<file path="src/rtl/tx_link_ctrl.sv">
// ============================================================================
// tx_link_ctrl -- JESD204B transmit link-layer controller
//
// Sits directly upstream of the ILA generator. It keeps the local frame/LMFC
// position and watches the receiver's SYNC~ to sequence the lane through
// CGS (K28.5) -> ILA -> user DATA. It issues the ILA start pulse, records the
// frame phase at which SYNC~ was released, and classifies SYNC~ low periods
// seen after link-up as either error reports (short) or resync requests (long).
//
// Optional build feature: define TX_LMFC_SYSREF_EN to add an i_sysref input
// whose rising edge realigns the LMFC counters to zero.
//
// Ports:
//   clk                      in   1  character clock
//   rst_n                    in   1  asynchronous, active-low reset
//   i_link_en                in   1  link enable; low forces DISABLED
//   i_sync_n                 in   1  SYNC~ (already synchronised), active low
//   i_F                      in   8  octets per frame, encoded F-1
//   i_K                      in   5  frames per multiframe, encoded K-1
//   i_seq_end                in   1  ILA generator end pulse
//   i_sysref                 in   1  SYSREF (only with TX_LMFC_SYSREF_EN)
//   o_seq_start              out  1  one-cycle ILA start pulse
//   o_no_frame_de_assertion  out  5  frame position captured when SYNC~ rose
//   o_sel                    out  2  lane source: 0 K28.5, 1 ILA, 2 data
//   o_octet_pos              out  8  octet position in frame
//   o_frame_pos              out  5  frame position in multiframe
//   o_lmfc_edge              out  1  high on octet 0 of frame 0
//   o_sync_err               out  1  one-cycle pulse: short SYNC~ low
//   o_resync                 out  1  one-cycle pulse: resync accepted
//   o_ila_abort              out  1  one-cycle pulse: ILA abandoned by resync
// ============================================================================
module tx_link_ctrl (
    input  logic       clk,
    input  logic       rst_n,
    input  logic       i_link_en,
    input  logic       i_sync_n,
    input  logic [7:0] i_F,
    input  logic [4:0] i_K,
    input  logic       i_seq_end,
`ifdef TX_LMFC_SYSREF_EN
    input  logic       i_sysref,
`endif
    output logic       o_seq_start,
    output logic [4:0] o_no_frame_de_assertion,
    output logic [1:0] o_sel,
    output logic [7:0] o_octet_pos,
    output logic [4:0] o_frame_pos,
    output logic       o_lmfc_edge,
    output logic       o_sync_err,
    output logic       o_resync,
    output logic       o_ila_abort
);

    typedef enum logic [2:0] {
        ST_DISABLED  = 3'd0,
        ST_CGS       = 3'd1,
        ST_WAIT_LMFC = 3'd2,
        ST_ILA       = 3'd3,
        ST_DATA      = 3'd4
    } state_t;

    localparam logic [1:0] SEL_K28 = 2'd0;
    localparam logic [1:0] SEL_ILA = 2'd1;
    localparam logic [1:0] SEL_DAT = 2'd2;

    localparam logic [10:0] LOWCNT_MAX = 11'h7FF;

    state_t      state_q, state_d;

    logic [7:0]  octet_q, octet_d;
    logic [4:0]  frame_q, frame_d;
    logic [10:0] lowcnt_q, lowcnt_d;
    logic [4:0]  nfda_q, nfda_d;
    logic        seq_start_q, seq_start_d;
    logic        sync_err_q, sync_err_d;
    logic        resync_q, resync_d;
    logic        ila_abort_q, ila_abort_d;
    logic [1:0]  sel_c;

    logic        octet_wrap;
    logic        frame_wrap;
    logic        lmfc_wrap;
    logic        boundary;
    logic [10:0] f_plus1;
    logic [10:0] th;
    logic        low_hit;
    logic        short_low_end;
    logic        sysref_rise;
    logic        realign;

    // ------------------------------------------------------------------
    // LMFC position. Wrap uses >= so that shrinking i_F / i_K while
    // running wraps on the next increment instead of counting through
    // the whole 8/5-bit range.
    // ------------------------------------------------------------------
    assign octet_wrap = (octet_q >= i_F);
    assign frame_wrap = (frame_q >= i_K);
    assign lmfc_wrap  = octet_wrap && frame_wrap;

    // Last octet of the last frame: the next cycle is the LMFC edge.
    assign boundary   = (octet_q == i_F) && (frame_q == i_K);

`ifdef TX_LMFC_SYSREF_EN
    logic sysref_q, sysref_d;

    assign sysref_d    = i_sysref;
    assign sysref_rise = i_sysref && !sysref_q;
    // A SYSREF edge landing exactly where the counters would wrap anyway
    // leaves the phase untouched, so it must not disturb the link.
    assign realign     = sysref_rise && !lmfc_wrap;

    always_ff @(posedge clk or negedge rst_n) begin
        if (!rst_n) begin
            sysref_q <= 1'b0;
        end else begin
            sysref_q <= sysref_d;
        end
    end
`else
    assign sysref_rise = 1'b0;
    assign realign     = 1'b0;
`endif

    always_comb begin
        octet_d = octet_q + 8'd1;
        frame_d = frame_q;
        if (octet_wrap) begin
            octet_d = '0;
            frame_d = frame_wrap ? 5'd0 : (frame_q + 5'd1);
        end
        if (sysref_rise) begin
            octet_d = '0;
            frame_d = '0;
        end
    end

    assign o_lmfc_edge = (octet_q == 8'd0) && (frame_q == 5'd0);

    // ------------------------------------------------------------------
    // SYNC~ low-time measurement.
    // th = 5*F + 9 with F = i_F+1; at most 5*256+9 = 1289, so 11 bits hold
    // both the threshold and the saturating counter without overflow.
    // ------------------------------------------------------------------
    assign f_plus1 = {3'b000, i_F} + 11'd1;
    assign th      = (f_plus1 << 2) + f_plus1 + 11'd9;

    always_comb begin
        if (i_sync_n) begin
            lowcnt_d = '0;
        end else if (lowcnt_q == LOWCNT_MAX) begin
            lowcnt_d = lowcnt_q;
        end else begin
            lowcnt_d = lowcnt_q + 11'd1;
        end
    end

    // low_hit looks at the count including the current low cycle, so the
    // resync is taken on the very cycle the low period reaches th.
    assign low_hit       = !i_sync_n && (lowcnt_d >= th);
    // A low period that ends before reaching th is an error report.
    assign short_low_end = i_sync_n && (lowcnt_q != 11'd0) && (lowcnt_q < th);

    // ------------------------------------------------------------------
    // FSM: state register
    // ------------------------------------------------------------------
    always_ff @(posedge clk or negedge rst_n) begin
        if (!rst_n) begin
            state_q <= ST_DISABLED;
        end else begin
            state_q <= state_d;
        end
    end

    // ------------------------------------------------------------------
    // FSM: next-state logic
    // ------------------------------------------------------------------
    always_comb begin
        state_d = state_q;
        if (!i_link_en) begin
            state_d = ST_DISABLED;
        end else begin
            case (state_q)
                ST_DISABLED: begin
                    state_d = ST_CGS;
                end
                ST_CGS: begin
                    if (i_sync_n) begin
                        state_d = ST_WAIT_LMFC;
                    end
                end
                ST_WAIT_LMFC: begin
                    // SYNC~ re-asserted before ILA: back to CGS silently.
                    if (!i_sync_n) begin
                        state_d = ST_CGS;
                    end else if (boundary && !realign) begin
                        state_d = ST_ILA;
                    end
                end
                ST_ILA: begin
                    // Resync has priority over a coincident ILA end.
                    if (low_hit || realign) begin
                        state_d = ST_CGS;
                    end else if (i_seq_end) begin
                        state_d = ST_DATA;
                    end
                end
                ST_DATA: begin
                    if (low_hit || realign) begin
                        state_d = ST_CGS;
                    end
                end
                default: begin
                    state_d = ST_DISABLED;
                end
            endcase
        end
    end

    // ------------------------------------------------------------------
    // FSM: output logic. Lane select is decoded straight from the state
    // register; pulses and the captured phase are computed here and
    // registered below.
    // ------------------------------------------------------------------
    always_comb begin
        sel_c       = SEL_K28;
        nfda_d      = nfda_q;
        seq_start_d = 1'b0;
        sync_err_d  = 1'b0;
        resync_d    = 1'b0;
        ila_abort_d = 1'b0;

        case (state_q)
            ST_ILA:  sel_c = SEL_ILA;
            ST_DATA: sel_c = SEL_DAT;
            default: sel_c = SEL_K28;
        endcase

        if (i_link_en) begin
            case (state_q)
                ST_CGS: begin
                    if (i_sync_n) begin
                        nfda_d = frame_q;
                    end
                end
                ST_WAIT_LMFC: begin
                    // Registered, so the pulse lines up with the LMFC edge
                    // that starts the ILA.
                    if (i_sync_n && boundary && !realign) begin
                        seq_start_d = 1'b1;
                    end
                end
                ST_ILA: begin
                    if (low_hit || realign) begin
                        resync_d    = 1'b1;
                        ila_abort_d = 1'b1;
                    end
                end
                ST_DATA: begin
                    if (low_hit || realign) begin
                        resync_d = 1'b1;
                    end else if (short_low_end) begin
                        sync_err_d = 1'b1;
                    end
                end
                default: begin
                end
            endcase
        end
    end

    assign o_sel = sel_c;

    // ------------------------------------------------------------------
    // Registers: counters, capture, pulses
    // ------------------------------------------------------------------
    always_ff @(posedge clk or negedge rst_n) begin
        if (!rst_n) begin
            octet_q     <= '0;
            frame_q     <= '0;
            lowcnt_q    <= '0;
            nfda_q      <= '0;
            seq_start_q <= 1'b0;
            sync_err_q  <= 1'b0;
            resync_q    <= 1'b0;
            ila_abort_q <= 1'b0;
        end else begin
            octet_q     <= octet_d;
            frame_q     <= frame_d;
            lowcnt_q    <= lowcnt_d;
            nfda_q      <= nfda_d;
            seq_start_q <= seq_start_d;
            sync_err_q  <= sync_err_d;
            resync_q    <= resync_d;
            ila_abort_q <= ila_abort_d;
        end
    end

    assign o_octet_pos             = octet_q;
    assign o_frame_pos             = frame_q;
    assign o_no_frame_de_assertion = nfda_q;
    assign o_seq_start             = seq_start_q;
    assign o_sync_err              = sync_err_q;
    assign o_resync                = resync_q;
    assign o_ila_abort             = ila_abort_q;

endmodule

</file>
<file path="config.mk">
export PLATFORM = sky130hd
export DESIGN_NAME = tx_link_ctrl
export DESIGN_NICKNAME = d
export VERILOG_FILES = /design/src/rtl/tx_link_ctrl.sv
export SDC_FILE = /design/constraint.sdc
export NUM_CORES = 1
export LEC_CHECK = 0
export CORE_ASPECT_RATIO = 1.75
export CORE_UTILIZATION = 55
export DETAILED_ROUTE_END_ITERATION = 10
export PLACE_DENSITY = 0.8
export SYNTH_ARGS = -nofsm -noshare
export SYNTH_HDL_FRONTEND = slang
export SYNTH_SLANG_ARGS = --single-unit
</file>
<file path="constraint.sdc">
create_clock -name clk -period 5.4 [get_ports clk]
set_clock_uncertainty 0.05 [all_clocks]
set_input_delay 0.54 -clock clk [delete_from_list [all_inputs] [get_ports clk]]
set_output_delay 0.54 -clock clk [all_outputs]
set_load 0.005 [all_outputs]
</file>
# After elaboration in Yosys (flattened, before gate mapping)
# Cells that the tools add are included.
# word_totals
word_cells	69
romBits	0
ramBits	0
latchBits	0
input_bits	18
n_memories	0
reg_bits	36
# op_classes
eq_ne	11
n_shift	0
mux	25
order_cmp	4
div	0
add_sub_neg	6
mul	0
bitwise	0
reduce_logical	14
# ops
operator	n
11-bit 2-to-1 mux	2
3-bit 2-to-1 mux	7
3-bit one-hot mux with 5 select lines	1
1-bit 2-to-1 mux	12
11-bit by 1-bit adder with 11-bit output (second input constant)	1
11-bit by 4-bit adder with 11-bit output (second input constant)	1
11-bit by 9-bit adder with 11-bit output	1
11-bit == test (second input constant)	1
11-bit >= comparator	1
11-bit less-than comparator	1
11-bit nonzero test	1
8-bit by 1-bit adder with 9-bit output (second input constant)	1
8-bit by 1-bit adder with 8-bit output (second input constant)	1
8-bit == test	1
8-bit >= comparator	1
8-bit zero test	1
8-bit 2-to-1 mux	1
4-bit inequality test (second input constant)	2
3-bit by 2-bit == test with 1-bit output (second input constant)	2
1-bit logical AND	6
3-bit inequality test (second input constant)	2
5-bit by 1-bit adder with 5-bit output (second input constant)	1
5-bit == test	1
5-bit >= comparator	1
10 further kinds	10

# Longest topological paths before layout
# depth
word_depth	9
ltp_mapped	21

# Worst setup path after synthesis
# OpenSTA, ideal clock, no wires.
# synth_timing
path_type	in2reg
start	input port i_F[0]
end	register state_q[0]
arrival_time_ns	3.837
path_slack_ns	1.389
cell_stages	20
required_ns	5.226
path_cell_list	buf_6 -> inv_1 -> ha_1 -> ha_1 -> inv_1 -> ha_1 -> a31oi_4 -> o21bai_2 -> a21oi_2 -> nor2b_1 -> o21a_1 -> nor2_1 -> xor2_1 -> ha_1 -> nor2_1 -> a31oi_1 -> maj3_2 -> a21o_1 -> and3_1 -> a211o_1
# synth_via
elab_chain_cells	8
word_cells_on_any_way	14
# synth_rtl
item	line_no	text
start: declaration	37	input logic [7:0] i_F,
8-bit by 1-bit adder with 9-bit output	144	assign f_plus1 = {3'b000, i_F} + 11'd1;
11-bit by 9-bit adder with 11-bit output	145	assign th = (f_plus1 << 2) + f_plus1 + 11'd9;
11-bit by 4-bit adder with 11-bit output	145	
11-bit >= comparator	159	assign low_hit = !i_sync_n && (lowcnt_d >= th);
1-bit logical AND	159	
3-bit 2-to-1 mux	201	if (low_hit || realign) begin
3-bit one-hot mux with 5 select lines	182	case (state_q)
3-bit 2-to-1 mux	179	if (!i_link_en) begin
end signal: assignment	170	state_q <= state_d;
end: declaration	68	state_t state_q, state_d;
# Several ways; a longest one is shown, not always the timed one.
# A chain may end at the register's enable or synchronous reset.

# Worst setup path in the final report
# layout_timing
start	input port i_F[2]
end	register state_q[0]
# Same word-level chain as after synthesis.

==> results.json <==
{
  "hpwl_mm": 5.45,
  "drt_iter0_drc": 81,
  "syn_avg_cell_area_um2": 9.28,
  "highest_layer": "met4",
  "fin_crit_sh_pct": 90.5,
  "gp_congestion": 0.909,
  "nFillCells": 461,
  "cp_max_fo": 5,
  "drv_slew": 0,
  "ys.warnings.count": 0,
  "synth_area_um2": 3090,
  "timing.critical_path.mode_cell": "ha_1",
  "grt_max_degree": 37,
  "slowest_stage": "clkdlybuf4s50_1",
  "port_buffers": 42,
  "powerDensity_nw_per_um2": 323,
  "async_flop_share_pct": 100,
  "regArea_um2": 901,
  "rsz0062_at_grt": "no",
  "dp_cells": 443,
  "p_leak_nw": 1.79,
  "finalSetupViolations": 0,
  "wl_met1_mm": 2.61,
  "track_usage_pct": 25.6,
  "fmax_ghz": 0.205,
  "gr-total-overflow": 0,
  "grt_pass1_wl_mm": 11.7,
  "cp.arrival_ps": 5030,
  "cts_sinks": 36,
  "viasPerCell": 5.85,
  "insertion_delay_ps": 300,
  "stdcell_count": 451,
  "hold_class": "input port to async pin",
  "peakVddDrop_uv": 351,
  "rows": 35,
  "numCtsBuffers": 5,
  "num_antenna_cells": 0,
  "ios": 43,
  "rrSetupSlack_ps": 1400,
  "initial_utilization_pct": 57.8,
  "die_h_um": 101,
  "wl_mm": 6.95,
  "status": "completed",
  "cp_slowest_stage_delay_ps": 590,
  "synth_cell_types": 45,
  "synth_nets": 405,
  "ys_seq_area_share_pct": 29.1,
  "cts_resized": 0,
  "fp.dieW_um": 58.7,
  "tightest_slew_ps": 1150,
  "hold_viol": 0,
  "worst-setup-path-type": "input port to register",
  "timing.rr.start": "lowcnt_q[3]$_DFF_PN0_",
  "cp-end-kind": "register",
  "clockBufferDepth": 2,
  "cts_htree_levels": 2,
  "startpoint_type": "input port",
  "via_count": 2637,
  "cp.required_ps": 5540,
  "drv_cap": 0,
  "crit_path_cell_trace": "clkdlybuf4s50_1 > inv_1 > nor4_1 > nand2_1 > xnor2_1 > ha_1 > ha_1 > a21oi_1 > nand2_1 > xnor2_1 > ha_1 > a211oi_1 > a31oi_1 > maj3_2 > a21o_1 > and3_1 > a211o_1",
  "wl_per_cell_um": 15.4,
  "worst-path-buf-inv": 2,
  "cpLargestDelayFamily": "adder cells",
  "min_period_ps": 4890,
  "drive_above_1_share_pct": 5.57,
  "synth-edff-count": 0,
  "nNetsFinal": 448,
  "root_buffer": "clkbuf_8",
  "yosys_most_used_dff": "dfrtp_1",
  "hold_buffers": 0,
  "fp.coreArea_um2": 5340,
  "multi_input_area_um2": 2070,
  "drc": 0,
  "die_area_um2": 5930,
  "timing.rr.end": "state_q[0]$_DFFE_PN0P_",
  "relSlewSlack_pct": 22.7,
  "cts_tree": "yes",
  "dr.pass1.iters": 4,
  "area_growth_pct": 18.6,
  "antenna_found_initial": 0,
  "synth_cells": 333,
  "wl_met2_mm": 3.95,
  "postCtsSetupBuffers": 0,
  "path_clk_slew_ps": 80,
  "wl_met3_um": 178,
  "reg2reg_depth": 15,
  "grt_pass1_vias": 2645,
  "setup_tns_ps": 0,
  "ys_ff_latch": 36,
  "detail-route-antenna-nets": 0
}
## kinds of logic (layout without fill, tap and decap cells)
group	count (synthesis)	in the layout	share of synthesized area (%)
buffers and inverters	31	75	4.01
adders and majority gates	55	55	22.2
and+or+nand+nor	113	113	19.4
DFF	36	36	29.1
AOI/OAI and AO/OA	66	66	15.3
xor gates and xnor gates	27	27	8.14
muxes	5	5	1.82
## power breakdown
part           internal (W)  total, W  switching, W
registers          0.000331  0.000425     0.0000945
logic              0.000294  0.000544      0.000250
clock network      0.000104  0.000214      0.000109
total              0.000730   0.00118      0.000454
## stage by stage
step	hold WS (ps)	cell area, um^2	util [%]	setup slack, ps	total power [W]
CTS	311	3660	68.6	546	0.00119
detailed placement	450	3570	66.8	227	0.000966
global route	342	3660	68.6	276	0.00127
finish	276	3660	68.6	512	0.00118
global placement	442	3570	66.8	370	0.000943
floorplan	194	3090	-	1390	0.000736
## cell usage after synthesis (8+ instances only)
cell type | count | area (um^2)
nor2_1 | 26 | 97.6
xor2_1 | 14 | 123
and3_1 | 8 | 50.1
a21oi_1 | 12 | 60.1
nor2b_1 | 9 | 56.3
inv_1 | 25 | 93.8
o21ai_0 | 14 | 70.1
xnor2_1 | 12 | 105
nand3_1 | 19 | 95.1
dfrtp_1 | 36 | 901
a21o_1 | 13 | 97.6
nand2_1 | 13 | 48.8
nand4_1 | 8 | 50.1
ha_1 | 54 | 676
## worst reg2reg max path: cells and delay by family (launching register included)
family                   cells  cell delay (ps)
AND/OR/NAND/NOR              7             1580
AO/OA/AOI/OAI                5              950
adder cells (fa/ha/maj)      2              680
flip-flops                   1              470
XOR/XNOR                     1              160
## cells in the final DEF, fill, tap and decap left out, types with 2 or more instances in the layout
cell type        netlist  layout
a211o_1                2       2
a211oi_1               4       4
a21o_1                13      13
a21oi_1               12      12
a22o_1                 2       2
a31oi_1                3       3
and3_1                 8       8
and4_1                 3       3
clkbuf_8               0       6
clkdlybuf4s50_1        0      41
dfrtp_1               36      36
ha_1                  54      54
inv_1                 25      25
mux2_2                 5       5
nand2_1               13      13
nand2b_1               5       5
nand3_1               19      19
nand3b_1               2       2
nand4_1                8       8
nand4b_1               2       2
nor2_1                26      26
nor2b_1                9       9
nor3_1                 6       6
nor3b_1                3       3
nor4_1                 7       7
o21a_1                 4       4
o21ai_0               14      14
xnor2_1               12      12
xor2_1                14      14
## per-layer routing
| metal | global-route usage [%] | up-vias |
|---|---|---|
| li1 | - | 1302 |
| met1 | 26.2 | 1268 |
| met2 | 50.0 | 52 |
| met3 | 3.45 | 15 |
| met4 | 11.0 | 0 |
| met5 | 0 | - |
## worst max path at each step
stage                                        end  slack [ps]  startpoint  cells past startpoint
after global placement    state_q[0]$_DFFE_PN0P_         370      i_F[2]                     17
after floorplan           state_q[0]$_DFFE_PN0P_        1390      i_F[0]                     20
after detailed placement  state_q[0]$_DFFE_PN0P_         230      i_F[2]                     17
final                     state_q[0]$_DFFE_PN0P_         510      i_F[2]                     17
after CTS                 state_q[0]$_DFFE_PN0P_         550      i_F[2]                     17
after global routing      state_q[0]$_DFFE_PN0P_         280      i_F[2]                     17
## flip-flops by register name, summed over array words and instances, names as in the netlist
| name | count |
|---|---|
| lowcnt_q | 11 |
| o_octet_pos | 8 |
| o_frame_pos | 5 |
| o_no_frame_de_assertion | 5 |
| state_q | 3 |
| o_ila_abort | 1 |
| o_resync | 1 |
| o_seq_start | 1 |
| o_sync_err | 1 |
## area by class of cell
class                      count  area share (%)
tap                           74            2.53
multi-input combinational    266            56.4
clock buffer                   6            2.25
timing repair buffer          42            11.3
clock inverter                 2           0.376
inverter                      25            2.56
sequential                    36            24.6
Note: power is estimated with default switching activity, not from simulation.
